`src/rtl/register_tree_pkg.sv`:
```
// Shared types and the node ordering rule for the register-tree priority queue.
package register_tree_pkg;

  typedef enum logic [1:0] {
    OpNop  = 2'b00,
    OpEnq  = 2'b01,
    OpDeq  = 2'b10,
    OpRepl = 2'b11
  } op_e;

  typedef enum logic [1:0] {
    StIdle,
    StSiftDown,
    StSiftUp
  } state_e;

  // Keys are zero-extended to this width before comparing, so any DATA_WIDTH up to it works.
  localparam int unsigned MaxDataWidth = 256;
  typedef logic [MaxDataWidth-1:0] key_t;

  // An invalid node loses to every valid node; two invalid nodes never beat each other.
  function automatic logic better(input logic a_valid, input key_t a_data,
                                  input logic b_valid, input key_t b_data,
                                  input logic min_mode);
    if (!a_valid) return 1'b0;
    if (!b_valid) return 1'b1;
    return min_mode ? (a_data < b_data) : (a_data > b_data);
  endfunction

endpackage

```
`src/rtl/register_tree_cmp_swap.sv`:
```
// One parent plus two children: swaps the parent with its better child when that child is
// strictly better. Nodes are packed as {valid, data}.
module register_tree_cmp_swap
  import register_tree_pkg::*;
#(
  parameter int unsigned DATA_WIDTH = 32,
  parameter bit          MIN_MODE   = 1'b0
) (
  input  logic                en_i,
  input  logic [DATA_WIDTH:0] par_i,
  input  logic [DATA_WIDTH:0] left_i,
  input  logic [DATA_WIDTH:0] right_i,
  output logic [DATA_WIDTH:0] par_o,
  output logic [DATA_WIDTH:0] left_o,
  output logic [DATA_WIDTH:0] right_o
);

  logic                right_wins;
  logic                swap;
  logic [DATA_WIDTH:0] best;

  always_comb begin
    // Left child wins ties.
    right_wins = better(right_i[DATA_WIDTH], key_t'(right_i[DATA_WIDTH-1:0]),
                        left_i[DATA_WIDTH], key_t'(left_i[DATA_WIDTH-1:0]), MIN_MODE);
    best       = right_wins ? right_i : left_i;
    swap       = en_i && better(best[DATA_WIDTH], key_t'(best[DATA_WIDTH-1:0]),
                                par_i[DATA_WIDTH], key_t'(par_i[DATA_WIDTH-1:0]), MIN_MODE);
    par_o   = par_i;
    left_o  = left_i;
    right_o = right_i;
    if (swap) begin
      par_o = best;
      if (right_wins) right_o = par_i;
      else            left_o  = par_i;
    end
  end

endmodule

```
`src/rtl/register_tree_queue.sv`:
```
// Register-based binary-heap priority queue with enqueue, dequeue and replace-top; the heap
// is repaired one tree level per cycle while o_ready is low.
module register_tree_queue
  import register_tree_pkg::*;
#(
  parameter int unsigned QUEUE_SIZE = 8,
  parameter int unsigned DATA_WIDTH = 32,
  parameter bit          MIN_MODE   = 1'b0,
  parameter int unsigned TREE_DEPTH = $clog2(QUEUE_SIZE + 1),
  parameter int unsigned NODES      = 2 ** TREE_DEPTH - 1
) (
  input  logic                             CLK,
  input  logic                             RST,
  input  logic                             i_op_valid,
  input  logic [1:0]                       i_op,
  input  logic [DATA_WIDTH-1:0]            i_data,
  output logic                             o_ready,
  output logic [DATA_WIDTH-1:0]            o_data,
  output logic                             o_valid,
  output logic [$clog2(QUEUE_SIZE+1)-1:0] o_count,
  output logic                             o_full,
  output logic                             o_empty,
  output logic                             o_error
);

  localparam int unsigned CntW     = $clog2(QUEUE_SIZE + 1);
  localparam int unsigned IntNodes = (NODES - 1) / 2;
  localparam int unsigned SwN      = (IntNodes > 0) ? IntNodes : 1;
  localparam int unsigned LvlW     = (TREE_DEPTH > 2) ? $clog2(TREE_DEPTH - 1) : 1;
  localparam int unsigned LastLvl  = (TREE_DEPTH > 1) ? TREE_DEPTH - 2 : 0;

  typedef struct packed {
    logic                  valid;
    logic [DATA_WIDTH-1:0] data;
  } node_t;

  node_t               node_q [NODES];
  node_t               node_d [NODES];
  logic [DATA_WIDTH:0] sw_par [SwN];
  logic [DATA_WIDTH:0] sw_left [SwN];
  logic [DATA_WIDTH:0] sw_right [SwN];
  logic                sw_en [SwN];

  state_e          state_q, state_d;
  logic [LvlW-1:0] lvl_q, lvl_d;
  logic [CntW-1:0] count_q, count_d;
  logic [CntW-1:0] last_idx;
  logic            err_q, err_d;

  for (genvar i = 0; i < IntNodes; i++) begin : g_sw
    localparam int unsigned Lvl = $clog2(i + 2) - 1;
    assign sw_en[i] = (state_q != StIdle) && (lvl_q == LvlW'(Lvl));
    register_tree_cmp_swap #(
      .DATA_WIDTH(DATA_WIDTH),
      .MIN_MODE  (MIN_MODE)
    ) u_cmp_swap (
      .en_i   (sw_en[i]),
      .par_i  (node_q[i]),
      .left_i (node_q[2*i+1]),
      .right_i(node_q[2*i+2]),
      .par_o  (sw_par[i]),
      .left_o (sw_left[i]),
      .right_o(sw_right[i])
    );
  end

  always_comb begin
    node_d   = node_q;
    state_d  = state_q;
    lvl_d    = lvl_q;
    count_d  = count_q;
    err_d    = 1'b0;
    last_idx = count_q - CntW'(1);

    // Only one level is enabled at a time, so the enabled cells never share a node.
    for (int i = 0; i < IntNodes; i++) begin
      if (sw_en[i]) begin
        node_d[i]     = sw_par[i];
        node_d[2*i+1] = sw_left[i];
        node_d[2*i+2] = sw_right[i];
      end
    end

    unique case (state_q)
      StIdle: begin
        if (i_op_valid) begin
          case (op_e'(i_op))
            OpEnq: begin
              if (count_q == CntW'(QUEUE_SIZE)) begin
                err_d = 1'b1;
              end else begin
                node_d[count_q] = '{valid: 1'b1, data: i_data};
                count_d         = count_q + CntW'(1);
                if (TREE_DEPTH > 1) begin
                  state_d = StSiftUp;
                  lvl_d   = LvlW'(LastLvl);
                end
              end
            end
            OpDeq: begin
              if (count_q == '0) begin
                err_d = 1'b1;
              end else begin
                // With one entry last_idx is 0, so the clear below empties the root.
                node_d[0]        = node_q[last_idx];
                node_d[last_idx] = '0;
                count_d          = last_idx;
                if (TREE_DEPTH > 1) begin
                  state_d = StSiftDown;
                  lvl_d   = '0;
                end
              end
            end
            OpRepl: begin
              if (count_q == '0) begin
                err_d = 1'b1;
              end else begin
                node_d[0].data = i_data;
                if (TREE_DEPTH > 1) begin
                  state_d = StSiftDown;
                  lvl_d   = '0;
                end
              end
            end
            default: ;
          endcase
        end
      end
      StSiftDown: begin
        if (lvl_q == LvlW'(LastLvl)) state_d = StIdle;
        else                         lvl_d   = lvl_q + LvlW'(1);
      end
      StSiftUp: begin
        if (lvl_q == '0) state_d = StIdle;
        else             lvl_d   = lvl_q - LvlW'(1);
      end
      default: state_d = StIdle;
    endcase
  end

  always_ff @(posedge CLK or posedge RST) begin
    if (RST) begin
      for (int i = 0; i < NODES; i++) node_q[i] <= '0;
      state_q <= StIdle;
      lvl_q   <= '0;
      count_q <= '0;
      err_q   <= 1'b0;
    end else begin
      node_q  <= node_d;
      state_q <= state_d;
      lvl_q   <= lvl_d;
      count_q <= count_d;
      err_q   <= err_d;
    end
  end

  assign o_ready = (state_q == StIdle);
  assign o_valid = node_q[0].valid;
  assign o_data  = node_q[0].valid ? node_q[0].data : '0;
  assign o_count = count_q;
  assign o_full  = (count_q == CntW'(QUEUE_SIZE));
  assign o_empty = (count_q == '0);
  assign o_error = err_q;

endmodule

```
`config.mk`:
```
export PLATFORM = sky130hd
export DESIGN_NAME = register_tree_queue
export DESIGN_NICKNAME = d
export VERILOG_FILES = /design/src/rtl/register_tree_pkg.sv /design/src/rtl/register_tree_cmp_swap.sv /design/src/rtl/register_tree_queue.sv
export SDC_FILE = /design/constraint.sdc
export NUM_CORES = 2
export LEC_CHECK = 0
export ABC_AREA = 0
export CAP_MARGIN = 20
export CORE_MARGIN = 2
export CORE_UTILIZATION = 35
export DETAILED_ROUTE_END_ITERATION = 6
export GPL_TIMING_DRIVEN = 1
export PLACE_DENSITY = 0.53
export SYNTH_ARGS = -nofsm -noshare
export SYNTH_HDL_FRONTEND = slang
export SYNTH_HIERARCHICAL = 1
export SYNTH_SLANG_ARGS = --single-unit
export TNS_END_PERCENT = 100
```
`constraint.sdc`:
```
create_clock -name CLK -period 17.7 [get_ports CLK]
set_input_delay 2.655 -clock CLK [delete_from_list [all_inputs] [get_ports CLK]]
set_output_delay 2.655 -clock CLK [all_outputs]
set_load 0.005 [all_outputs]
```
# Yosys cells after proc, flatten, opt, wreduce, memory -nomap -nowiden
# Index checks and enable logic that the tools add are counted.
[word_totals]
reg_bits = 504
input_bits = 37
out_inout_bits = 41
word_cells = 274
[op_classes]
add_sub_neg = 4
n_lt_le_gt_ge = 18
n_eq_ne = 18
n_mux = 174
n_bitwise = 4
reduce_logical = 22
[op_table]
columns = ["op", "n"]
rows = [
  ["2-to-1 mux 495 bit", 4],
  ["2-to-1 mux 33 bit", 52],
  ["case mux 462 bit (2 select lines)", 1],
  ["AND 495 bit", 1],
  ["bitwise mux 495 bit", 1],
  ["inverter 495 bit", 1],
  ["> comparator 32 bit", 14],
  ["2-to-1 mux 66 bit", 6],
  ["demux 33 bit (select 4 bit)", 2],
  ["binary-select mux 33 bit (select 4 bit)", 1],
  ["2-to-1 mux 99 bit", 1],
  ["case mux 32 bit (3 select lines)", 1],
  ["2-to-1 mux 1 bit", 85],
  ["2-to-1 mux 32 bit", 2],
  ["2-to-1 mux 2 bit", 9],
  ["!= test 2 bit (second input constant)", 7],
  ["logical AND 1 bit", 12],
  ["case mux 2 bit (3 select lines)", 2],
  ["greater-or-equal comparator 5 bit (second input constant)", 2],
  ["< comparator 5 x 1 -> 1 bit (second input constant)", 2],
  ["inverter 4 -> 5 bit", 2],
  ["equality test 2 bit (second input constant)", 4],
  ["2-to-1 mux 4 bit", 2],
  ["case mux 2 bit (2 select lines)", 2],
  ["other kinds (18)", 24],
]

# Longest topological paths before layout
[depth]
ltp_word = 18
ltp_mapped = 24
mapped_depth_nobuf = 21

# Cells and area by module
# The synthesis kept the hierarchy.
[by_module_without_submodules]
columns = ["mod", "instances", "cells_per_inst", "area_per_inst_um2", "seq_area_each_um2"]
rows = [
  ["register_tree_queue", 1, 3504, 31621.6, 12612.1],
  ["register_tree_cmp_swap at g_sw[0].u_cmp_swap ...", 5, 381, 3342.0, 0.0],
  ["register_tree_cmp_swap at g_sw[4].u_cmp_swap", 1, 430, 3530.9, 0.0],
  ["register_tree_cmp_swap at g_sw[3].u_cmp_swap", 1, 385, 3204.3, 0.0],
]

# Least setup slack after synthesis
# OpenSTA, ideal clock, no wires.
[synth_timing]
kind = "flip-flop to flip-flop"
start = "reg node_q[438] (netlist bit)"
end = "reg node_q[467] (netlist bit)"
setup_ns = 0.134
t_arrival_ns = 5.461
required_time_ns = 17.566
setup_slack_ns = 12.105
path_stages_with_launch = 23
path_buffers = 3
synth_period_minus_slack_ns = 5.595
path_cell_list = "dfrtp_1 -> inv_1 -> ha_1 -> a21o_2 -> a221oi_1 -> a21oi_1 -> o31a_2 -> o311ai_4 -> buf_6 -> mux2_2 -> ha_1 -> nand4_1 -> nor4_1 -> o41a_1 -> o31a_1 -> buf_1 -> clkbuf_1 -> mux2_2 -> mux2_2 -> nand2_1 -> o21ai_0 -> a222oi_1 -> a21oi_1"
[synth_lines]
columns = ["item", "line", "rtl"]
rows = [
  ["start, declared", "register_tree_queue.sv:37", "node_t node_q [NODES];"],
  ["start signal, assigned", "register_tree_queue.sv:149", "node_q <= node_d;"],
]

==> impl_metrics.py <==
metrics = {
    "yosys": {
        "synth-seq-cells": 504,
        "synth_edf_count": 0,
        "syn_avg_cell_area_um2": 8.85,
        "yosysWarnings": 6,
        "synth_area_um2": 55100,
        "postSynth.asyncResetShare": 1.00,
        "yosysUniqueCellTypes": 92,
        "synth_cells": 6224,
        "seq_area_frac_synth": 0.229,
        "synth_ff_type": "dfrtp_1",
        "synth_fp_nets": 6724,
    },
    "timing": {
        "skew_ps": 35.9,
        "worst_pin_slew_ps": 1240,
        "max_freq_mhz": 124,
        "slew_headroom": 0.174,
        "period_needed_ps": 8070,
        "setup_tns_ps": 0,
        "setup-violations-final": 0,
        "finalHoldViolCount": 0,
        "period_share": 0.456,
        "drv_slew": 0,
        "rsz0062_at_grt": "false",
    },
    "detailed_routing": {
        "dr.pass1.iters": 7,
        "vias": 51700,
        "drtIter0Drc": 7064,
        "vias_per_cell": 6.33,
        "wl_per_cell_um": 32.0,
        "remaining_drc_errors": 12,
        "totalWireLength_um": 261000,
        "postRouteAntennaNets": 0,
    },
    "floorplan": {
        "die_w_um": 401,
        "fp.dieArea_um2": 161000,
        "initial_core_util": 0.353,
        "rows": 145,
        "die_height_um": 401,
        "io_pins": 78,
        "core_area_um2": 156000,
    },
    "global_routing": {
        "grt_pass1_wl_um": 372000,
        "antenna_found_initial": 13,
        "grt_max_degree": 148,
        "grt-ovfl-total": 0,
        "grt_pass1_vias": 49200,
        "grt_usage": 0.315,
    },
    "worst_setup_path": {
        "crit_path_start_kind": "register",
        "cp-end-kind": "register",
        "cp_data_arrival_time_ps": 8600,
        "crit_type": "register to register",
        "cp_data_required_time_ps": 18220,
        "crit_path_max_fanout": 32,
        "reg2reg_slack_ps": 9630,
    },
    "placement": {
        "place_hpwl_um": 192000,
        "place_congestion": 0.978,
        "io_buffers": 77,
        "placed_cells": 8037,
    },
    "clocking": {
        "cts_root_buffer": "clkbuf_16",
        "htreeDepth": 3,
        "cts_hold_buffers": 0,
        "clk_latency_ps": 690,
        "clockBufferDepth": 3,
        "cts_buffers": 71,
        "tritoncts": "done",
        "cts-resized-gates": 0,
        "post_cts_buffers": 0,
        "numClockSinks": 504,
        "clk_pin_slew_ps": 60,
    },
    "final_layout": {
        "stdcell_count": 8168,
        "fill_cells": 15600,
        "drive_gt1_frac": 0.190,
        "final_nets": 6553,
        "syn_to_final_growth_pct": 8.53,
    },
    "power": {
        "powerDensity_nw_per_um2": 199,
        "ir_worst_vdd_mv": 0.156,
        "leakage_nw": 26.2,
    },
    "status": {
        "violations": "design-rule violations",
        "status": "finished, violations left",
    },
    "flow_run": {
        "cap_violations": 0,
    },
    "min_path": {
        "hp-class": "register to register",
    },
}
[state kept, by name, indices dropped and copies added, names as in the netlist]
name,cells
state_q,2
o_valid,1
o_error,1
node_q,494
o_count,4
lvl_q,2
[cells by family after synthesis]
kind of cell	count (synthesis)	share of synthesized area
mux	1167	0.263
simple gates	1354	0.119
fa+ha+maj	463	0.105
xor+xnor	6	0.000954
flops	504	0.229
compound gates	1712	0.198
buf+inv	1018	0.0842
[metrics by stage]
step,worst slack [ps],cell area (µm²),hold WS [ps],power (mW),util
global route,9520,59800,621,12.4,0.383
floorplan,972,55100,520,7.09,-
CTS,9710,59700,580,11.6,0.382
finish,9630,59800,584,11.9,0.383
detailed placement,9730,57300,561,10.0,0.367
global placement,9740,57300,552,9.98,0.367
[report_power, final]
group	internal [mW]	switching (mW)	leakage (nW)	total [mW]
sequential	1.48	0.950	6.83	2.43
clock	0.918	0.634	1.20	1.55
combinational	3.01	4.89	18.1	7.89
total	5.40	6.47	26.2	11.9
[critical path: stages, from the launching register on]
cell and delay, ps:
dfrtp_1 480, inv_1 110, ha_1 320, a21oi_1 180, o21ai_0 120, a221oi_1 650, o21ai_0 510, o311ai_4 380
buf_4 400, mux2_4 340, ha_1 340, nand4_1 290, nor4_1 940, o41a_1 290, o31a_2 550, buf_4 400
nor2b_4 190, buf_4 490, mux2_2 410, and2_1 150, a221oi_1 240, a211oi_1 90
[synthesized netlist by cell type (all sizes together) (16+ instances only)]
library cell	instances	area, µm²
mux2	703	8590
nand2	678	2590
a21oi	623	3120
inv	529	1990
dfrtp	504	12600
ha	463	5790
mux2i	363	3630
o21ai	330	1660
buf	264	1810
clkbuf	225	846
and2	210	1320
a221oi	204	1790
a211oi	178	1380
nor2	146	551
o22ai	127	795
mux4	101	2270
nand3	97	485
nand4	82	526
a21o	39	299
nor2b	36	240
a22o	30	263
o21a	30	225
o31ai	21	168
and3	20	131
nor3	17	95.1
o211ai	17	128
nor4	16	181
[path summary, 6_finish.rpt]
check / startpoint / endpoint / depth (start not counted)
setup / recovery: node_q[124] / node_q[90] / 21
hold / removal: lvl_q[0] / lvl_q[0] / 1
setup reg to reg: node_q[124] / node_q[90] / 21
hold reg to reg: lvl_q[0] / lvl_q[0] / 1
max in group asynchronous: RST / node_q[223] / 4
min in group asynchronous: RST / node_q[335] / 2
[metal layers]
metal  vias up  track usage  part of all wire
met5         -      0.00268           0.00044
met4        10        0.105             0.033
met3       414        0.109              0.13
met2      3180        0.451              0.41
met1     25700        0.436              0.42
li1      22500            -                 -
[placed cells by master (no fill, tap or decap), types with 77 or more instances in the layout]
cell type and instances:
a211oi_1 169, o21ai_0 307, mux4_2 101, dfrtp_1 503
mux2_4 179, clkdlybuf4s50_1 77, a221oi_1 202, a21oi_1 622
buf_4 162, inv_1 526, ha_1 459, and2_1 205
mux2i_1 363, o22ai_1 127, nand4_1 80, mux2_2 488
nand3_1 97, nand2_1 670, nor2_1 140
[area by class of cell]
class                           instances  area, µm²  area share
Inverter                              529       2010      0.0336
Antenna cell                            7       17.5    0.000293
Clock buffer                          100       2120      0.0355
Multi-Input combinational cell       4702      38100       0.637
Sequential cell                       504      12600       0.211
Clock inverter                         23        287     0.00479
Tap cell                             2058       2570      0.0431
Timing Repair Buffer                  245       2080      0.0349
Note: power is estimated with default switching activity, not from simulation.
